## src/rtl/nn_neuron_pkg.sv

```systemverilog
// Shared types and arithmetic helpers for the neuron MAC blocks.
package nn_neuron_pkg;

  typedef enum logic [2:0] {IDLE, ACC, BIAS, ACT, DONE} state_t;

  // Wide enough to hold a 2*DW accumulator plus an 8-lane adder tree for DW <= 32.
  localparam int SAT_W = 72;

  typedef struct packed {
    logic                    sat;
    logic signed [SAT_W-1:0] val;
  } sat_res_t;

  function automatic int nbeats(input int nw, input int lanes);
    return (nw + lanes - 1) / lanes;
  endfunction

  // Signed add of two sign-extended operands, clamped to a w-bit signed range.
  function automatic sat_res_t sat_add(input logic signed [SAT_W-1:0] a,
                                       input logic signed [SAT_W-1:0] b,
                                       input int w);
    logic signed [SAT_W-1:0] one;
    logic signed [SAT_W-1:0] sum;
    logic signed [SAT_W-1:0] hi;
    logic signed [SAT_W-1:0] lo;
    sat_res_t                r;
    one   = 1;
    sum   = a + b;
    hi    = (one <<< (w - 1)) - one;
    lo    = ~hi;
    r.sat = (sum > hi) || (sum < lo);
    if (sum > hi)      r.val = hi;
    else if (sum < lo) r.val = lo;
    else               r.val = sum;
    return r;
  endfunction

endpackage

```

## src/rtl/neuron_weight_bank.sv

```systemverilog
// Weight storage: serial write port, LANES-wide registered read indexed by beat.
module neuron_weight_bank
  import nn_neuron_pkg::*;
#(
  parameter int DW     = 16,
  parameter int LANES  = 2,
  parameter int NBEATS = 15,
  parameter int WPW    = 5,
  parameter int BCW    = 4
) (
  input  logic                clk,
  input  logic                wr_en,
  input  logic [WPW-1:0]      wr_addr,
  input  logic [DW-1:0]       wr_data,
  input  logic [BCW-1:0]      rd_beat,
  output logic [LANES*DW-1:0] rd_data
);

  localparam int DEPTH = NBEATS * LANES;
  localparam int AW    = (DEPTH > 1) ? $clog2(DEPTH) : 1;

  logic [DW-1:0] mem [2**AW];

  // rd_beat is the beat about to be presented, so rd_data lines up with the accept edge.
  always_ff @(posedge clk) begin
    if (wr_en) mem[AW'(wr_addr)] <= wr_data;
    for (int k = 0; k < LANES; k++) begin
      rd_data[k*DW +: DW] <= mem[AW'(int'(rd_beat) * LANES + k)];
    end
  end

endmodule

```

## src/rtl/neuron_mac_multilane.sv

```systemverilog
// Multi-lane neuron MAC: runtime weights/bias, saturating accumulate, ReLU/linear output.
// Optional sticky saturation flag built only when NEURON_SAT_FLAG_EN is defined.
//
// state | meaning
// IDLE  | waiting for first beat; config writes allowed
// ACC   | accepting beats, summing lane products into acc
// BIAS  | acc += scaled bias
// ACT   | activation, out registered
// DONE  | out_valid pulse; acc and beat counter cleared
module neuron_mac_multilane
  import nn_neuron_pkg::*;
#(
  parameter int LAYER_NO   = 1,
  parameter int NEURON_NO  = 0,
  parameter int NUM_WEIGHT = 30,
  parameter int DATA_WIDTH = 16,
  parameter int W_INT      = 1,
  parameter int LANES      = 2,
  parameter int ACT_RELU   = 1
) (
  input  logic                        clk,
  input  logic                        rst,
  input  logic [31:0]                 config_layer_num,
  input  logic [31:0]                 config_neuron_num,
  input  logic                        weight_valid,
  input  logic [31:0]                 weight_value,
  input  logic                        bias_valid,
  input  logic [31:0]                 bias_value,
  input  logic                        in_valid,
  output logic                        in_ready,
  input  logic [LANES*DATA_WIDTH-1:0] in_data,
  output logic [DATA_WIDTH-1:0]       out,
  output logic                        out_valid,
  output logic                        sat_flag
);

  localparam int DW     = DATA_WIDTH;
  localparam int PW     = 2 * DW;
  localparam int TW     = PW + $clog2(LANES);
  localparam int NBEATS = nbeats(NUM_WEIGHT, LANES);
  localparam int WPW    = $clog2(NUM_WEIGHT + 1);
  localparam int BCW    = $clog2(NBEATS + 1);

  state_t                  state, state_nxt;
  logic [WPW-1:0]          wptr;
  logic                    w_loaded;
  logic [DW-1:0]           bias_reg;
  logic [BCW-1:0]          beat_cnt, beat_nxt;
  logic signed [PW-1:0]    acc;
  logic signed [PW-1:0]    prod [LANES];
  logic                    prod_vld, prod_last;
  logic [LANES*DW-1:0]     w_beat;
  logic signed [TW-1:0]    lane_sum;
  logic signed [PW-1:0]    bias_ext;
  sat_res_t                sum_acc, sum_bias;
  logic [W_INT:0]          top_bits;
  logic [DW-1:0]           act_y;
  logic                    cfg_hit, accept, wr_ok, bias_ok;

  assign cfg_hit  = (config_layer_num == 32'(LAYER_NO)) && (config_neuron_num == 32'(NEURON_NO));
  assign wr_ok    = weight_valid && cfg_hit && (state == IDLE) && (wptr < WPW'(NUM_WEIGHT));
  assign bias_ok  = bias_valid && cfg_hit && (state == IDLE);
  assign in_ready = w_loaded && ((state == IDLE) || (state == ACC)) && (beat_cnt < BCW'(NBEATS));
  assign accept   = in_valid && in_ready;
  assign beat_nxt = (state == DONE) ? '0 : beat_cnt + BCW'(accept);

  neuron_weight_bank #(
    .DW(DW), .LANES(LANES), .NBEATS(NBEATS), .WPW(WPW), .BCW(BCW)
  ) u_bank (
    .clk     (clk),
    .wr_en   (wr_ok),
    .wr_addr (wptr),
    .wr_data (weight_value[DW-1:0]),
    .rd_beat (beat_nxt),
    .rd_data (w_beat)
  );

  always_ff @(posedge clk) begin
    for (int k = 0; k < LANES; k++) begin
      if (accept) begin
        if ((int'(beat_cnt) * LANES + k) < NUM_WEIGHT)
          prod[k] <= $signed(w_beat[k*DW +: DW]) * $signed(in_data[k*DW +: DW]);
        else
          prod[k] <= '0;
      end
    end
  end

  always_comb begin
    lane_sum = '0;
    for (int k = 0; k < LANES; k++) lane_sum = lane_sum + TW'(prod[k]);
    bias_ext = PW'($signed(bias_reg)) <<< (DW - W_INT);
    sum_acc  = sat_add(SAT_W'(acc), SAT_W'(lane_sum), PW);
    sum_bias = sat_add(SAT_W'(acc), SAT_W'(bias_ext), PW);
  end

  // Output window is acc[PW-1-W_INT -: DW]; saturate when the guard bits disagree.
  always_comb begin
    top_bits = acc[PW-1 -: W_INT+1];
    if (!((&top_bits) || !(|top_bits)))
      act_y = acc[PW-1] ? {1'b1, {(DW-1){1'b0}}} : {1'b0, {(DW-1){1'b1}}};
    else
      act_y = acc[PW-1-W_INT -: DW];
    if ((ACT_RELU != 0) && acc[PW-1]) act_y = '0;
  end

  always_comb begin
    state_nxt = state;
    case (state)
      IDLE:    if (accept) state_nxt = ACC;
      ACC:     if (prod_last) state_nxt = BIAS;
      BIAS:    state_nxt = ACT;
      ACT:     state_nxt = DONE;
      DONE:    state_nxt = IDLE;
      default: state_nxt = IDLE;
    endcase
  end

  always_ff @(posedge clk) begin
    if (rst) begin
      state     <= IDLE;
      wptr      <= '0;
      w_loaded  <= 1'b0;
      bias_reg  <= '0;
      beat_cnt  <= '0;
      acc       <= '0;
      out       <= '0;
      out_valid <= 1'b0;
      prod_vld  <= 1'b0;
      prod_last <= 1'b0;
    end else begin
      state     <= state_nxt;
      beat_cnt  <= beat_nxt;
      out_valid <= (state_nxt == DONE);
      w_loaded  <= w_loaded || (wptr == WPW'(NUM_WEIGHT));
      prod_vld  <= accept;
      prod_last <= accept && (beat_cnt == BCW'(NBEATS - 1));
      if (wr_ok)   wptr     <= wptr + 1'b1;
      if (bias_ok) bias_reg <= bias_value[DW-1:0];
      case (state)
        ACC:     if (prod_vld) acc <= sum_acc.val[PW-1:0];
        BIAS:    acc <= sum_bias.val[PW-1:0];
        ACT:     out <= act_y;
        DONE:    acc <= '0;
        default: ;
      endcase
    end
  end

`ifdef NEURON_SAT_FLAG_EN
  logic sat_q;
  always_ff @(posedge clk) begin
    if (rst)
      sat_q <= 1'b0;
    else if (((state == ACC) && prod_vld && sum_acc.sat) || ((state == BIAS) && sum_bias.sat))
      sat_q <= 1'b1;
    else if ((state == IDLE) && accept)
      sat_q <= 1'b0;
  end
  assign sat_flag = sat_q;
`else
  assign sat_flag = 1'b0;
`endif

endmodule

```

## config.mk

```make
export PLATFORM = sky130hd
export DESIGN_NAME = neuron_mac_multilane
export DESIGN_NICKNAME = d
export VERILOG_FILES = /design/src/rtl/nn_neuron_pkg.sv /design/src/rtl/neuron_weight_bank.sv /design/src/rtl/neuron_mac_multilane.sv
export SDC_FILE = /design/constraint.sdc
export NUM_CORES = 2
export LEC_CHECK = 0
export BUFFER_PORTS_ARGS = -buffer_cell sky130_fd_sc_hd__buf_2
export CORE_ASPECT_RATIO = 0.75
export CORE_MARGIN = 5
export CORE_UTILIZATION = 64
export CTS_BUF_LIST = sky130_fd_sc_hd__clkbuf_8
export DETAILED_ROUTE_END_ITERATION = 7
export PLACE_DENSITY = 0.82
export SYNTH_ARGS = -nofsm -noshare
export SYNTH_HDL_FRONTEND = slang
export SYNTH_SLANG_ARGS = --single-unit
```

## constraint.sdc

```tcl
create_clock -name clk -period 9.6 [get_ports clk]
set_input_delay 1.44 -clock clk [delete_from_list [all_inputs] [get_ports clk]]
set_output_delay 1.44 -clock clk [all_outputs]
set_load 0.02 [all_outputs]
```

### Yosys cells after proc, flatten, opt, wreduce, memory -nomap -nowiden

Memories as Yosys holds them, arrays and structs flattened. A register that Yosys moved wholly into a read port is not among the register bits.
Index checks and enable logic that the tools add are counted.

* multiply operators: 2
* add/subtract/negate cells: 7
* eq/ne operators: 9
* magnitude comparators: 8
* mux-type cells: 28
* reductions and logical operators: 20
* bitwise logic cells: 2

Operators by type and width (number)
* $mux 32: 7
* $pmux 32 s3: 1
* $mul 16x16->32: 2
* $add 32x33->34: 1
* $gt 34x32->1 const B: 1
* $lt 34x32->1 const B: 1
* $add 32x31->33: 1
* $add 32x32->33: 1
* $gt 33x32->1 const B: 1
* $lt 33x32->1 const B: 1
* $eq 32x1->1 const B: 1
* $logic_not 32->1: 1
* $mux 16: 2
* $mux 1: 14
* $pmux 3 s4: 1
* $add 5x1->5 const B: 2
* $logic_and 1x1->1: 10
* $lt 5x5->1 const B: 2
* $add 5x1->6 const B: 1
* $eq 3x2->1 const B: 2
* $eq 3x3->1 const B: 2
* $lt 6x5->1 const B: 1
* $mux 3: 2
* $eq 5x5->1 const B: 1
* other kinds (13): 17

* RAM bits: 576
* logic and storage cells: 88
* output and inout port bits: 19
* memories kept: 2
* input bits: 165
* register bits: 80

Memory list
* u_bank.mem: depth 32, width 16, read ports 2, clocked after Yosys merged registers in 2, wr ports 1, RTL line neuron_weight_bank.sv:22 `logic [DW-1:0] mem [2**AW];`
* prod: depth 2, width 32, read ports 2, clocked after Yosys merged registers in 0, wr ports 2, RTL line neuron_mac_multilane.sv:50 `logic signed [PW-1:0] prod [LANES];`

### Longest topological paths before layout

* depth in word-level cells: 8
* mapped depth: 23
* gate-level depth less buffers: 22

### Modules after synthesis

From an unflattened synthesis, not the netlist that was laid out.

* cell total of the unflattened synthesis: 3930
* area, all modules: 48043.6 um^2

Modules (own cells, without submodules)
* neuron_mac_multilane: sequential area each 3203.1 um^2, times used 1, area an instance 28108.2 um^2, cells an instance 3068
* neuron_weight_bank: sequential area each 16015.4 um^2, times used 1, area an instance 19935.4 um^2, cells an instance 862

### Worst setup path before layout

Ideal clock, no wire load.

* path kind: in2reg
* start point: input port in_data[1]
* end point: memory prod[0][31] (netlist name), data pin
* data required time: 9.340 ns
* data arrival time: 7.059 ns
* path buffers: 1
* cell stages on the path: 21
* library setup time: 0.260 ns
* path slack: 2.282 ns
* cells stage by stage: clkbuf_1 > nand2_1 > inv_1 > fa_1 > fa_1 > fa_1 > fa_1 > fa_1 > inv_1 > fa_1 > inv_1 > ha_1 > a211oi_1 > nand2_1 > or4_1 > o21a_1 > a41oi_1 > a211oi_1 > nor2_1 > a21oi_1 > xnor2_1

RTL lines
* start, declared: RTL line neuron_mac_multilane.sv:31 `input logic [LANES*DATA_WIDTH-1:0] in_data,`
* end, declared: RTL line neuron_mac_multilane.sv:50

==> results.ini <==
[finish]
top_regs=u_bank.mem: 512 flops, prod: 64 flops
final_cells=5509
largest_register=u_bank.mem
n_fill_cell=5411
final_cell_area_mm2=0.0526
syn_to_final_growth_pct=7.28
final_cell_mix=inv_1 (627), fa_1 (558), edfxtp_1 (544)
layout-drive-gt1-share=0.0915
largest_reg_flops=512
num-nets-final=5339
layout_commonest_cell=inv_1

[global_routing]
antenna_found_initial=6
grt_overflow_total=0
grt_pass1_vias=33008
grt_max_degree=175
grt_first_pass_wirelength_um=182000
grt.total_usage=0.282

[setup_path]
crit_required_ns=10.16
r2r-end=prod[1][25]
worst_ep_arrival_time_ns=7.90
cp-start-kind=input port
startpoint=in_data[17]
reg2regPathDepth=22
rr_startpoint=u_bank.rd_data[21]
rrSetupSlack_ns=2.44
endpoint=prod[1][31]
end_kind=register
critical_path_peak_fanout=16
crit_type=in -> reg

[logic_synthesis]
syn_inst=4296
netlist_area_mm2=0.0491
seq_area_frac_synth=0.392
syn_avg_cell_area_um2=11.4
synth-seq-cells=688
synthArstFlopShare=0
ys_types=82
ys.flop_type=edfxtp_1
ys.warnings.count=0
syn_nets=5239
synth_edf_count=544

[timing]
rsz0062_at_grt=false
drv_slew=0
maxSlewHeadroom=0.182
post-route-period-util=0.765
setup_violations=0
finClkSkew_ns=0.0315
period_needed_ns=7.34
fin_setup_tns_ns=0
fmax_ghz=0.136
hold_violations=0
worst_pin_slew_ns=1.23

[worst_hold_path]
hold_class=reg -> reg

[clock_network]
cts_tree=yes
cts_made_buffers=95
clock_latency_ns=0.72
cts.clk_slew.worst_paths_ns=0.07
cts-root-buf=clkbuf_8
ctsResizeCount=0
clk_path_buf_depth=3
cts_setup_buffers=0
cts_sinks=688
cts-hold-fix-buffers=0
cts_max_level=3

[floorplan]
die_area_mm2=0.0824
boundaryPins=184
num_rows=88
coreArea_mm2=0.0764
die_y_um=250
start_util=0.642
die_w_um=330

[job]
cap_violations=0

[route]
wl_met2_um=50400
first_pass_iters=8
met1_length_um=49500
dr.first_iter.drc_count=2888
routed_wl_um=114000
post_drt_wl_per_cell_um=20.7
top_layer_used=met5
vias=32592
postRouteAntennaNets=0
via_per_inst=5.92
drc_errors=0
route.met3.wl_um=11500

[status]
status=finished, final reports clean

[pwr]
power_mw=12.7
vdd_drop_max_uv=288
power_leakage_nw=21.8
p_per_area_mw_per_mm2=240

[placed_design]
place_inst=5334
portBuffers=150
place_congestion=0.924
dp_hpwl_um=81400
dpl_cell_area_mm2=0.0508

-- logic make-up (layout without fill, tap and decap cells) --
| logic type | count (synthesis) | in the layout | share of synthesized area |
|---|---|---|---|
| multiplexers | 181 | 181 | 0.0452 |
| buffers and inverters | 785 | 961 | 0.0613 |
| other | 1 | 3 | 0.0000764 |
| AND/OR/NAND/NOR | 1132 | 1132 | 0.110 |
| adder cells (fa/ha/maj) | 778 | 778 | 0.284 |
| flip-flops | 688 | 688 | 0.392 |
| AO/OA/AOI/OAI | 619 | 619 | 0.0878 |
| XOR/XNOR | 112 | 112 | 0.0200 |
-- cells in the mapped netlist, types with 31 or more instances --
| cell type | n | area [µm²] |
|---|---|---|
| a211oi_1 | 116 | 871 |
| a21o_1 | 44 | 330 |
| a21oi_1 | 127 | 636 |
| a311oi_1 | 42 | 368 |
| a31oi_1 | 36 | 225 |
| and2_1 | 256 | 1600 |
| clkbuf_1 | 166 | 623 |
| dfxtp_1 | 144 | 2880 |
| edfxtp_1 | 544 | 16300 |
| fa_1 | 558 | 11200 |
| ha_1 | 220 | 2750 |
| inv_1 | 588 | 2210 |
| mux2i_1 | 146 | 1460 |
| mux4_2 | 32 | 721 |
| nand2_1 | 491 | 1840 |
| nor2_1 | 178 | 668 |
| nor2b_1 | 69 | 432 |
| o211ai_1 | 37 | 278 |
| o21ai_0 | 100 | 500 |
| xnor2_1 | 81 | 709 |
| xor2_1 | 31 | 272 |
-- where the power goes --
part | switching (mW) | leakage (nW) | internal, mW | total, mW
combinational | 4.03 | 14.6 | 2.92 | 6.95
clock | 1.12 | 1.10 | 1.11 | 2.23
sequential | 0.0535 | 6.06 | 3.43 | 3.48
total | 5.20 | 21.8 | 7.46 | 12.7
-- area by class of cell --
cell class	count	area (µm²)	share of cell area
timing repair buffer	199	1140	0.0217
sequential	688	19200	0.365
clock buffer	106	1460	0.0277
antenna	2	5.00	0.0000951
multi-input combinational	2823	26900	0.511
inverter	589	2210	0.0420
clock inverter	67	415	0.00789
tap	1035	1290	0.0246
-- how the worst min path moves through the flow --
stage | start | end | depth (start not counted)
after floorplan | beat_cnt[0] | prod_last | 1
after global placement | out[7] | out[7] | 2
after detailed placement | out[7] | out[7] | 2
after CTS | out[7] | out[7] | 2
after global routing | out[13] | out[13] | 2
final | out[7] | out[7] | 2
-- routing by layer --
layer,vias to the layer above,global-route usage
met5,-,0
met4,6,0.0707
met3,171,0.0646
met2,1485,0.422
met1,16282,0.423
li1,14648,-
-- worst max-delay path, stage by stage --
cell,delay (ns)
buf_2,0.32
nand2_1,0.16
inv_1,0.16
fa_1,0.57
fa_1,0.93
fa_1,0.53
fa_1,0.50
fa_1,0.49
inv_1,0.05
fa_1,0.47
inv_1,0.04
ha_1,0.33
nand2_1,0.10
nor2_1,0.19
and4_1,0.27
nand2_1,0.10
nor4b_1,0.47
a2111oi_0,0.20
o31ai_1,0.32
xnor2_1,0.15
o21ai_0,0.09
-- through the flow --
step | util | hold WS, ns | setup WS [ns]
floorplan | - | 0.427 | 2.28
global placement | 0.664 | 0.441 | 1.72
detailed placement | 0.664 | 0.443 | 1.61
CTS | 0.689 | 0.457 | 2.35
global route | 0.689 | 0.487 | 1.89
finish | 0.689 | 0.455 | 2.26
Power figures use the tool's default switching activity.
